`src/rtl/placar_pkg.sv`:
```
// Shared types and defaults for the placar score keeper.
package placar_pkg;

  typedef enum logic {IDLE, ADD} state_t;

  typedef logic [3:0] bcd_digit_t;

  localparam int DEF_DIGITS     = 4;
  localparam int DEF_COMBO_STEP = 8;
  localparam int DEF_MAX_MULT   = 4;

  localparam bcd_digit_t BCD_NINE = 4'd9;

endpackage

```
`src/rtl/placar_bcd_digit_add.sv`:
```
// One-digit BCD adder with carry.
// A binary sum above nine is pushed past the decimal wrap by adding six.
module bcd_digit_add
  import placar_pkg::*;
(
  input  bcd_digit_t i_a,
  input  bcd_digit_t i_b,
  input  logic       i_cin,
  output bcd_digit_t o_sum,
  output logic       o_cout
);

  logic [4:0] w_bin;
  logic [4:0] w_corr;

  assign w_bin  = {1'b0, i_a} + {1'b0, i_b} + {4'b0, i_cin};
  assign w_corr = w_bin + 5'd6;

  assign o_cout = (w_bin > 5'd9);
  assign o_sum  = o_cout ? w_corr[3:0] : w_bin[3:0];

endmodule

```
`src/rtl/placar.sv`:
```
// Rhythm-game score keeper.
// It tracks the hit combo and multiplier, and adds to a packed-BCD score one digit per cycle.
module placar
  import placar_pkg::*;
#(
  parameter int DIGITS     = DEF_DIGITS,
  parameter int COMBO_STEP = DEF_COMBO_STEP,
  parameter int MAX_MULT   = DEF_MAX_MULT
) (
  input  logic                  CLOCK_25,
  input  logic                  reset,
  input  logic                  ponto,
  input  logic                  erro,
  input  logic                  fim_de_jogo,
  output logic [4*DIGITS-1:0]   score_bcd,
  output logic [7:0]            combo,
  output logic [2:0]            multiplicador,
  output logic                  busy,
  output logic                  saturado
);

  localparam int                    IDX_W     = (DIGITS > 1) ? $clog2(DIGITS) : 1;
  localparam logic [IDX_W-1:0]      LAST_IDX  = IDX_W'(DIGITS - 1);
  localparam logic [4*DIGITS-1:0]   ALL_NINES = {DIGITS{BCD_NINE}};

  state_t                r_state, w_state_next;
  logic                  r_ponto_q;
  logic [7:0]            r_combo;
  logic [2:0]            r_pending;
  bcd_digit_t            r_addend;
  logic [IDX_W-1:0]      r_idx;
  logic                  r_carry;
  logic [4*DIGITS-1:0]   r_shadow;
  logic [4*DIGITS-1:0]   r_score;
  logic                  r_sat;

  logic                  w_hit, w_miss, w_start, w_last;
  logic [8:0]            w_mult_raw;
  bcd_digit_t            w_digit_a, w_digit_b, w_sum;
  logic                  w_cout;
  logic [4*DIGITS-1:0]   w_shadow_next;

  assign w_hit   = ponto & ~r_ponto_q & ~fim_de_jogo;
  assign w_miss  = erro & ~fim_de_jogo;
  assign w_start = (r_state == IDLE) && (r_pending != 3'd0);
  assign w_last  = (r_idx == LAST_IDX);

  assign w_mult_raw    = 9'(32'(r_combo) / COMBO_STEP) + 9'd1;
  assign multiplicador = (w_mult_raw > 9'(MAX_MULT)) ? 3'(MAX_MULT) : w_mult_raw[2:0];

  // The addend only enters digit 0; higher digits just absorb the carry.
  assign w_digit_a = r_score[{r_idx, 2'b00} +: 4];
  assign w_digit_b = (r_idx == '0) ? r_addend : bcd_digit_t'(4'd0);

  bcd_digit_add u_digit_add (
    .i_a    (w_digit_a),
    .i_b    (w_digit_b),
    .i_cin  (r_carry),
    .o_sum  (w_sum),
    .o_cout (w_cout)
  );

  always_comb begin
    // NOTE: every combinational output gets a default first so no path infers a latch.
    w_shadow_next = r_shadow;
    w_shadow_next[{r_idx, 2'b00} +: 4] = w_sum;

    w_state_next = r_state;
    case (r_state)
      IDLE:    if (r_pending != 3'd0) w_state_next = ADD;
      ADD:     if (w_last)            w_state_next = IDLE;
      default:                        w_state_next = IDLE;
    endcase
  end

  always_ff @(posedge CLOCK_25 or negedge reset) begin
    if (!reset) begin
      r_state <= IDLE;
    end else begin
      // NOTE: sequential state uses non-blocking assignment so every register samples pre-edge values.
      r_state <= w_state_next;
    end
  end

  always_ff @(posedge CLOCK_25 or negedge reset) begin
    if (!reset) begin
      r_ponto_q <= 1'b0;
      r_combo   <= 8'd0;
      r_pending <= 3'd0;
    end else begin
      r_ponto_q <= ponto;

      if (w_miss)                      r_combo <= 8'd0;
      else if (w_hit && r_combo != 8'hFF) r_combo <= r_combo + 8'd1;

      if (w_hit && w_start)               r_pending <= r_pending;
      else if (w_hit && r_pending != 3'd7) r_pending <= r_pending + 3'd1;
      else if (w_start)                    r_pending <= r_pending - 3'd1;
    end
  end

  always_ff @(posedge CLOCK_25 or negedge reset) begin
    if (!reset) begin
      r_addend <= '0;
      r_idx    <= '0;
      r_carry  <= 1'b0;
      r_shadow <= '0;
      r_score  <= '0;
      r_sat    <= 1'b0;
    end else if (w_start) begin
      r_addend <= bcd_digit_t'({1'b0, multiplicador});
      r_idx    <= '0;
      r_carry  <= 1'b0;
    end else if (r_state == ADD) begin
      r_shadow <= w_shadow_next;
      r_carry  <= w_cout;
      r_idx    <= r_idx + 1'b1;
      if (w_last) begin
        if (w_cout || r_sat) begin
          r_score <= ALL_NINES;
          r_sat   <= 1'b1;
        end else begin
          r_score <= w_shadow_next;
        end
      end
    end
  end

  assign score_bcd = r_score;
  assign combo     = r_combo;
  assign busy      = (r_state == ADD);
  assign saturado  = r_sat;

endmodule

```
`config.mk`:
```
export PLATFORM = sky130hd
export DESIGN_NAME = placar
export DESIGN_NICKNAME = d
export VERILOG_FILES = /design/src/rtl/placar_pkg.sv /design/src/rtl/placar_bcd_digit_add.sv /design/src/rtl/placar.sv
export SDC_FILE = /design/constraint.sdc
export NUM_CORES = 1
export LEC_CHECK = 0
export ABC_CLOCK_PERIOD_IN_PS = 7930
export CAP_MARGIN = 30
export CORE_MARGIN = 3
export CORE_UTILIZATION = 41
export CTS_BUF_LIST = sky130_fd_sc_hd__clkbuf_8
export CTS_CLUSTER_DIAMETER = 80
export DETAILED_ROUTE_END_ITERATION = 6
export PLACE_DENSITY = 0.59
export RECOVER_POWER = 25
export SETUP_SLACK_MARGIN = 0.2
export SKIP_LAST_GASP = 1
export SYNTH_ARGS = -nofsm -noshare
export SYNTH_HDL_FRONTEND = slang
export SYNTH_SLANG_ARGS = --single-unit
```
`constraint.sdc`:
```
create_clock -name CLOCK_25 -period 7.93 [get_ports CLOCK_25]
set_input_delay 1.9825 -clock CLOCK_25 [delete_from_list [all_inputs] [get_ports CLOCK_25]]
set_output_delay 1.9825 -clock CLOCK_25 [all_outputs]
set_load 0.03 [all_outputs]
```
==> results.yml, run 1 <==
cts:
  path_clk_slew_ns: 0.08
  cts_buffers: 5
  root_buffer: "clkbuf_8"
  cts_tree: "yes"
  clkSinkCount: 48
  clkLatencyLatePin_ns: 0.30
  ctsHoldBuffers: 0
  clock_path_buffers: 2
  htreeDepth: 2
  ctsResizeCount: 0
  cts_setup_buffers: 0
global_routing:
  grt_pass1_wl_mm: 10.18
  grt_max_degree: 49
  grt_overflow: 0
  grt_pass1_vias: 1958
  antenna_found_initial: 0
  track_usage: 0.1731
sta:
  skew_ns: 0.01124
  max_freq_ghz: 0.2239
  fin_setup_tns_ns: 0
  rsz0062_at_grt: "false"
  slew_viol_final: 49
  setup_violations: 0
  hold_violations: 0
  fin_crit_ns: 4.467
  max_slew.worst_pin.slew_ns: 2.512
  finalCritPeriodShare: 0.5632
  hold_ws_ns: 0.4921
  slew_headroom: -0.6748
  fin_ws_ns: 3.463
power_and_ir_drop:
  share_seq_of_total_power: 0.310
  intPower_uw: 677.0
  clockPowerShare: 0.138
  power.switching_uw: 564.6
  swShare: 0.4547
  power_frac_comb: 0.552
  powerDensity_nw_per_um2: 395.4
  ir_worst_vdd_mv: 0.2130
  p_leak_uw: 0.001324
floorplan:
  ioPinCount: 34
  core_area_um2: 6096
  fp.dieW_um: 86.64
  dieArea_um2: 7506
  start_util: 0.4374
  die_h_um: 86.64
  num_rows: 28
finish:
  finalNetCount: 319
  design_area_um2: 3141
  instances_no_fill: 377
  final_common_cell: "dfrtp_1"
  area_growth_pct: 17.79
  drive_above_1_share: 0.06623
  final_cell_mix: "dfrtp_1 (48), nand2_1 (35), clkdlybuf4s50_1 (31), nor2_1 (24), o21ai_0 (20)"
  antenna_cells: 0
routing:
  route.detailed.drc: 0
  post_drt_wl_per_cell_um: 16.21
  drtAntennaViolNets: 0
  first_pass_iters: 5
  totalWireLength_mm: 6.111
  drtIter0Drc: 117
  via_per_inst: 5.501
  vias: 2074
run_status:
  status: "complete, but fails checks"
  violations: "max-capacitance violations, max-slew violations"
synth:
  synth.distinct_cells: 48
  synth.largest_area_cell: "dfrtp_1"
  synthTopCellsByArea: "dfrtp_1 (45%), nand2_1 (4.9%), ha_1 (4.7%), o21ai_0 (3.8%), nor2_1 (3.4%)"
  syn_inst: 270
  ys_seq_area_frac: 0.4505
  synth.net_count: 288
  syn_avg_cell_area_um2: 9.875
  ys_seq_elements: 48
  async_flop_share: 1.000
  synth_area_um2: 2666
  synth.top_cell.area_share: 0.4505
  synthFlopType: "dfrtp_1"
  synth-edff-count: 0
  yosysWarnings: 0
placement:
  preCtsSetupSlack_ns: 3.486
  place_area_um2: 3029
  dp_cells: 368
  numPortBuffers: 33
  gp_congestion: 0.7917
  dpl.hpwl_mm: 4.423
critical_path:
  arrival_ns: 2.48
  path_max_fanout: 9
  critPathRequiredTime_ns: 5.95
  critPathKind: "flop to output pin"
  startpoint_type: "flop"
  cp-end-kind: "output pin"
job:
  maxCapViolations: 1
min_path:
  hold_class: "flop to flop"
sequential cells by signal, indices dropped and copies added (netlist names), 2 cells and up:
name       count
score_bcd     16
r_shadow      12
combo          8
r_addend       3
r_pending      3
r_idx          2
cells by family after synthesis:
family          Yosys count  share of synthesized area
compound gates           60                     0.1483
xor+xnor                 12                    0.03942
fa+ha+maj                13                    0.06945
buf+inv                  28                    0.04786
flops                    48                     0.4505
mux                      13                    0.07461
simple gates             96                     0.1699
worst paths after layout:
check | startpoint | to | slack (ns) | depth (start not counted)
worst max-delay path | combo[3] | multiplicador[1] | 3.46 | 6
worst min-delay path | r_shadow[11] | r_shadow[11] | 0.49 | 2
worst max register to register | r_idx[0] | score_bcd[6] | 3.95 | 15
worst min register to register | r_shadow[11] | r_shadow[11] | 0.49 | 2
max in group asynchronous | reset | score_bcd[3] | 3.95 | 2
min in group asynchronous | reset | combo[0] | 2.54 | 2
power groups by stage:
stage	Clock (µW)	Sequential (µW)	Combinational (µW)
3_3_place_gp	0	390	672
6_report	171	385	685
3_5_place_dp	0	389	677
2_1_floorplan	0	415	482
4_1_cts	175	385	681
5_1_grt	186	397	753
final cells by class:
cell class	instances	area [µm²]
timing repair buffer	35	336.6
multi-input combinational	194	1338
inverter	17	63.81
clock inverter	3	38.79
tap	75	93.84
fill	577	2955
clock buffer	5	68.82
sequential	48	1201
stage by stage:
stage | util | total power [µW]
finish | 0.5152 | 1242
global route | 0.5152 | 1336
CTS | 0.5146 | 1241
detailed placement | 0.4969 | 1066
global placement | 0.4969 | 1062
floorplan | - | 896.6
cell usage after synthesis, types with 2 or more instances:
cell / count
buf_1: 2
and2_1: 4
nor3_1: 3
o21ai_0: 20
and3_1: 2
a31oi_1: 4
mux4_1: 2
nand2_1: 35
o22ai_1: 6
clkbuf_1: 6
fa_1: 3
xnor2_1: 4
o311ai_0: 4
nand4_1: 8
nor3b_1: 5
a22oi_1: 2
a22o_1: 3
a221o_1: 2
nand3_1: 6
ha_1: 10
a21oi_1: 7
mux2i_1: 3
nor2_1: 24
inv_1: 17
dfrtp_1: 48
mux4_2: 2
mux2_2: 5
o22a_1: 3
xor2_1: 8
nor2b_1: 4
per-layer routing:
layer  vias to the layer above  routed length [µm]  GRT usage
li1                       1018                   -          -
met2                        36                2517     0.2462
met1                      1015                3312     0.2714
met4                         0                  53    0.04249
met5                         -                   0          0
met3                         5                 228    0.03042
worst max-delay path: stages, from the launching register on:
cell and delay (ns):
dfrtp_1 0.54, ha_1 0.32, nand2_1 0.07, o22ai_1 0.16, a2bb2oi_1 0.10, nor3b_1 0.27
clkdlybuf4s50_1 0.72
Power figures use the tool's default switching activity.
==> run 2: changes to the inputs <==
--- a/config.mk
+++ b/config.mk
@@ -5,7 +5,7 @@
 export SDC_FILE = /design/constraint.sdc
 export NUM_CORES = 1
 export LEC_CHECK = 0
-export ABC_CLOCK_PERIOD_IN_PS = 7930
+export ABC_CLOCK_PERIOD_IN_PS = 4270
 export CAP_MARGIN = 30
 export CORE_MARGIN = 3
 export CORE_UTILIZATION = 41
==> constraint.sdc (replaced) <==
create_clock -name CLOCK_25 -period 4.27 [get_ports CLOCK_25]
set_input_delay 1.0675 -clock CLOCK_25 [delete_from_list [all_inputs] [get_ports CLOCK_25]]
set_output_delay 1.0675 -clock CLOCK_25 [all_outputs]
set_load 0.03 [all_outputs]
==> run 2 against run 1 <==
The flow still finishes with violations (max-capacitance violations, max-slew violations). Combinational power increased by 87%. Register-to-register slack got worse by 3.4 ns. Critical path depth increased by 11. First-iteration DRC count increased by 40%. Critical endpoint is now score_bcd[5]. Largest cell class unchanged. Largest power group unchanged.
==> results.yml, run 2 (synthesis gave the netlist of run 1 again) <==
power_and_ir_drop:
  p_leak_uw: 0.001325
  intPower_uw: 1268
  share_seq_of_total_power: 0.305
  power_frac_comb: 0.557
  powerDensity_nw_per_um2: 726.5
  swShare: 0.4470
  ir_worst_vdd_mv: 0.3098
  clockPowerShare: 0.138
  power.switching_uw: 1025
finish:
  drive_above_1_share: 0.07261
  antenna_cells: 0
  final_cell_mix: "dfrtp_1 (48), nand2_1 (35), clkdlybuf4s50_1 (32), nor2_1 (24), o21ai_0 (20)"
  fill_cells: 573
  finalNetCount: 320
  multi_input_area_um2: 1348
  largest_reg_flops: 16
  regArea_um2: 1201
  area_growth_pct: 18.40
  final_common_cell: "dfrtp_1"
  fin_util: 0.5179
critical_path:
  critPathKind: "flop to flop"
  critPathRequiredTime_ns: 4.46
  cp-end-kind: "flop"
  r2r_start: "r_idx[0]"
  startpoint_type: "flop"
  cp_slowest_stage_delay_ns: 0.41
  rr_worst_depth: 17
  critPathSlowestCell: "dfrtp_1"
  cp_common_cell: "inv_1"
  r2r-end: "score_bcd[5]"
  crit_end: "score_bcd[5]"
  startpoint: "r_idx[0]"
  path_max_fanout: 13
  reg2reg_slack_ns: 0.57
  arrival_ns: 3.89
  cp_cell_sequence: "buf_4 -> inv_1 -> ha_2 -> nand2_1 -> fa_1 -> inv_1 -> fa_1 -> xor2_2 -> inv_1 -> ha_1 -> nand2_1 -> o31ai_1 -> and2_1 -> o21ai_1 -> buf_4 -> nor2_1 -> a221o_1"
run_status:
  violations: "max-capacitance violations, max-slew violations"
  status: "complete, but fails checks"
floorplan:
  ioPinCount: 34
  start_util: 0.4374
  core_area_um2: 6096
  num_rows: 28
  fp.dieW_um: 86.64
  dieArea_um2: 7506
  die_h_um: 86.64
global_routing:
  grt_pass1_wl_mm: 10.58
  use_met1: 0.2825
  track_usage: 0.1819
  top_usage_layer: "met1"
  antenna_found_initial: 0
  grt_pass1_vias: 2049
  use_met3: 0.04087
  grt_overflow: 0
  grt_max_degree: 31
  met2_usage: 0.2490
cts:
  clkLatencyLatePin_ns: 0.30
  ctsHoldBuffers: 0
  cts_buffers: 5
  clkSinkCount: 48
  ctsResizeCount: 0
  root_buffer: "clkbuf_8"
  cts_tree: "yes"
  cts_setup_buffers: 0
  path_clk_slew_ns: 0.09
  clock_path_buffers: 2
  htreeDepth: 2
routing:
  vias: 2087
  drtAntennaViolNets: 0
  totalWireLength_mm: 6.214
  drtIter0Drc: 164
  route.detailed.drc: 0
  first_pass_iters: 4
  post_drt_wl_per_cell_um: 16.44
  via_per_inst: 5.521
sta:
  rsz0062_at_grt: "false"
  finalCritPeriodShare: 0.8674
  fin_crit_ns: 3.704
  max_freq_ghz: 0.2700
  fin_setup_tns_ns: 0
  slew_headroom: -0.08292
  slew_viol_final: 31
  skew_ns: 0.006531
  hold_violations: 0
  setup_violations: 0
  max_slew.worst_pin.slew_ns: 1.624
job:
  maxCapViolations: 1
min_path:
  hold_class: "flop to flop"
  hold_depth: 2
placement:
  gp_congestion: 0.9121
  dpl.hpwl_mm: 4.745
  numPortBuffers: 33
## run 2: area by class of cell
| type | instances | area share |
|---|---|---|
| Clock buffer | 5 | 0.02180 |
| Inverter | 17 | 0.02021 |
| Timing Repair Buffer | 36 | 0.1086 |
| Clock inverter | 3 | 0.01229 |
| Tap cell | 75 | 0.02973 |
| Multi-Input combinational cell | 194 | 0.4269 |
| Sequential cell | 48 | 0.3805 |
## run 2: per-layer routing
metal | vias to the layer above | wire length, µm
li1 | 1016 | -
met1 | 1007 | 3173
met2 | 55 | 2576
met3 | 9 | 381
met4 | 0 | 82
met5 | - | 0
## run 2: metrics by stage
| step | total power [µW] | hold slack [ns] | area (µm²) | worst slack (ns) | instances |
|---|---|---|---|---|---|
| floorplan | 1665 | 0.4419 | 2666 | 0.7284 | 270 |
| global route | 2483 | 0.5121 | 3157 | 0.2700 | 378 |
| CTS | 2299 | 0.4910 | 3164 | 0.3851 | 378 |
| global placement | 1963 | 0.4703 | 3037 | 0.6019 | 369 |
| finish | 2294 | 0.4915 | 3157 | 0.5661 | 378 |
| detailed placement | 1971 | 0.4732 | 3057 | 0.4197 | 370 |
## run 2: power by group through the flow
| stage | logic, µW | clock network (µW) | registers (µW) |
|---|---|---|---|
| floorplan | 895 | 0 | 770 |
| global placement | 1260 | 0 | 707 |
| detailed placement | 1260 | 0 | 708 |
| CTS | 1270 | 326 | 699 |
| global route | 1420 | 347 | 718 |
| finish | 1280 | 317 | 698 |
## run 2: how the worst min path moves through the flow
stage	slack (ns)	startpoint	end
5_1_grt	0.51	r_shadow[7]	r_shadow[7]
6_report	0.49	r_shadow[9]	r_shadow[9]
3_5_place_dp	0.47	r_shadow[7]	r_shadow[7]
3_3_place_gp	0.47	r_shadow[1]	r_shadow[1]
2_1_floorplan	0.44	r_shadow[5]	r_shadow[5]
4_1_cts	0.49	r_shadow[9]	r_shadow[9]
## run 2: critical path, delay by kind of cell (launching register included)
kind            cells  cell delay [ns]
compound gates      3             0.60
flops               1             0.41
xor+xnor            1             0.24
buf+inv             5             0.71
fa+ha+maj           4             1.20
simple gates        4             0.44
==> run 3: changes to the inputs <==
--- a/config.mk
+++ b/config.mk
@@ -12,6 +12,7 @@
 export CTS_BUF_LIST = sky130_fd_sc_hd__clkbuf_8
 export CTS_CLUSTER_DIAMETER = 80
 export DETAILED_ROUTE_END_ITERATION = 6
+export HOLD_SLACK_MARGIN = 0.02
 export PLACE_DENSITY = 0.59
 export RECOVER_POWER = 25
 export SETUP_SLACK_MARGIN = 0.2
==> results of run 3 <==
No change in the layout: final DEF, timing and power equal those of run 2.
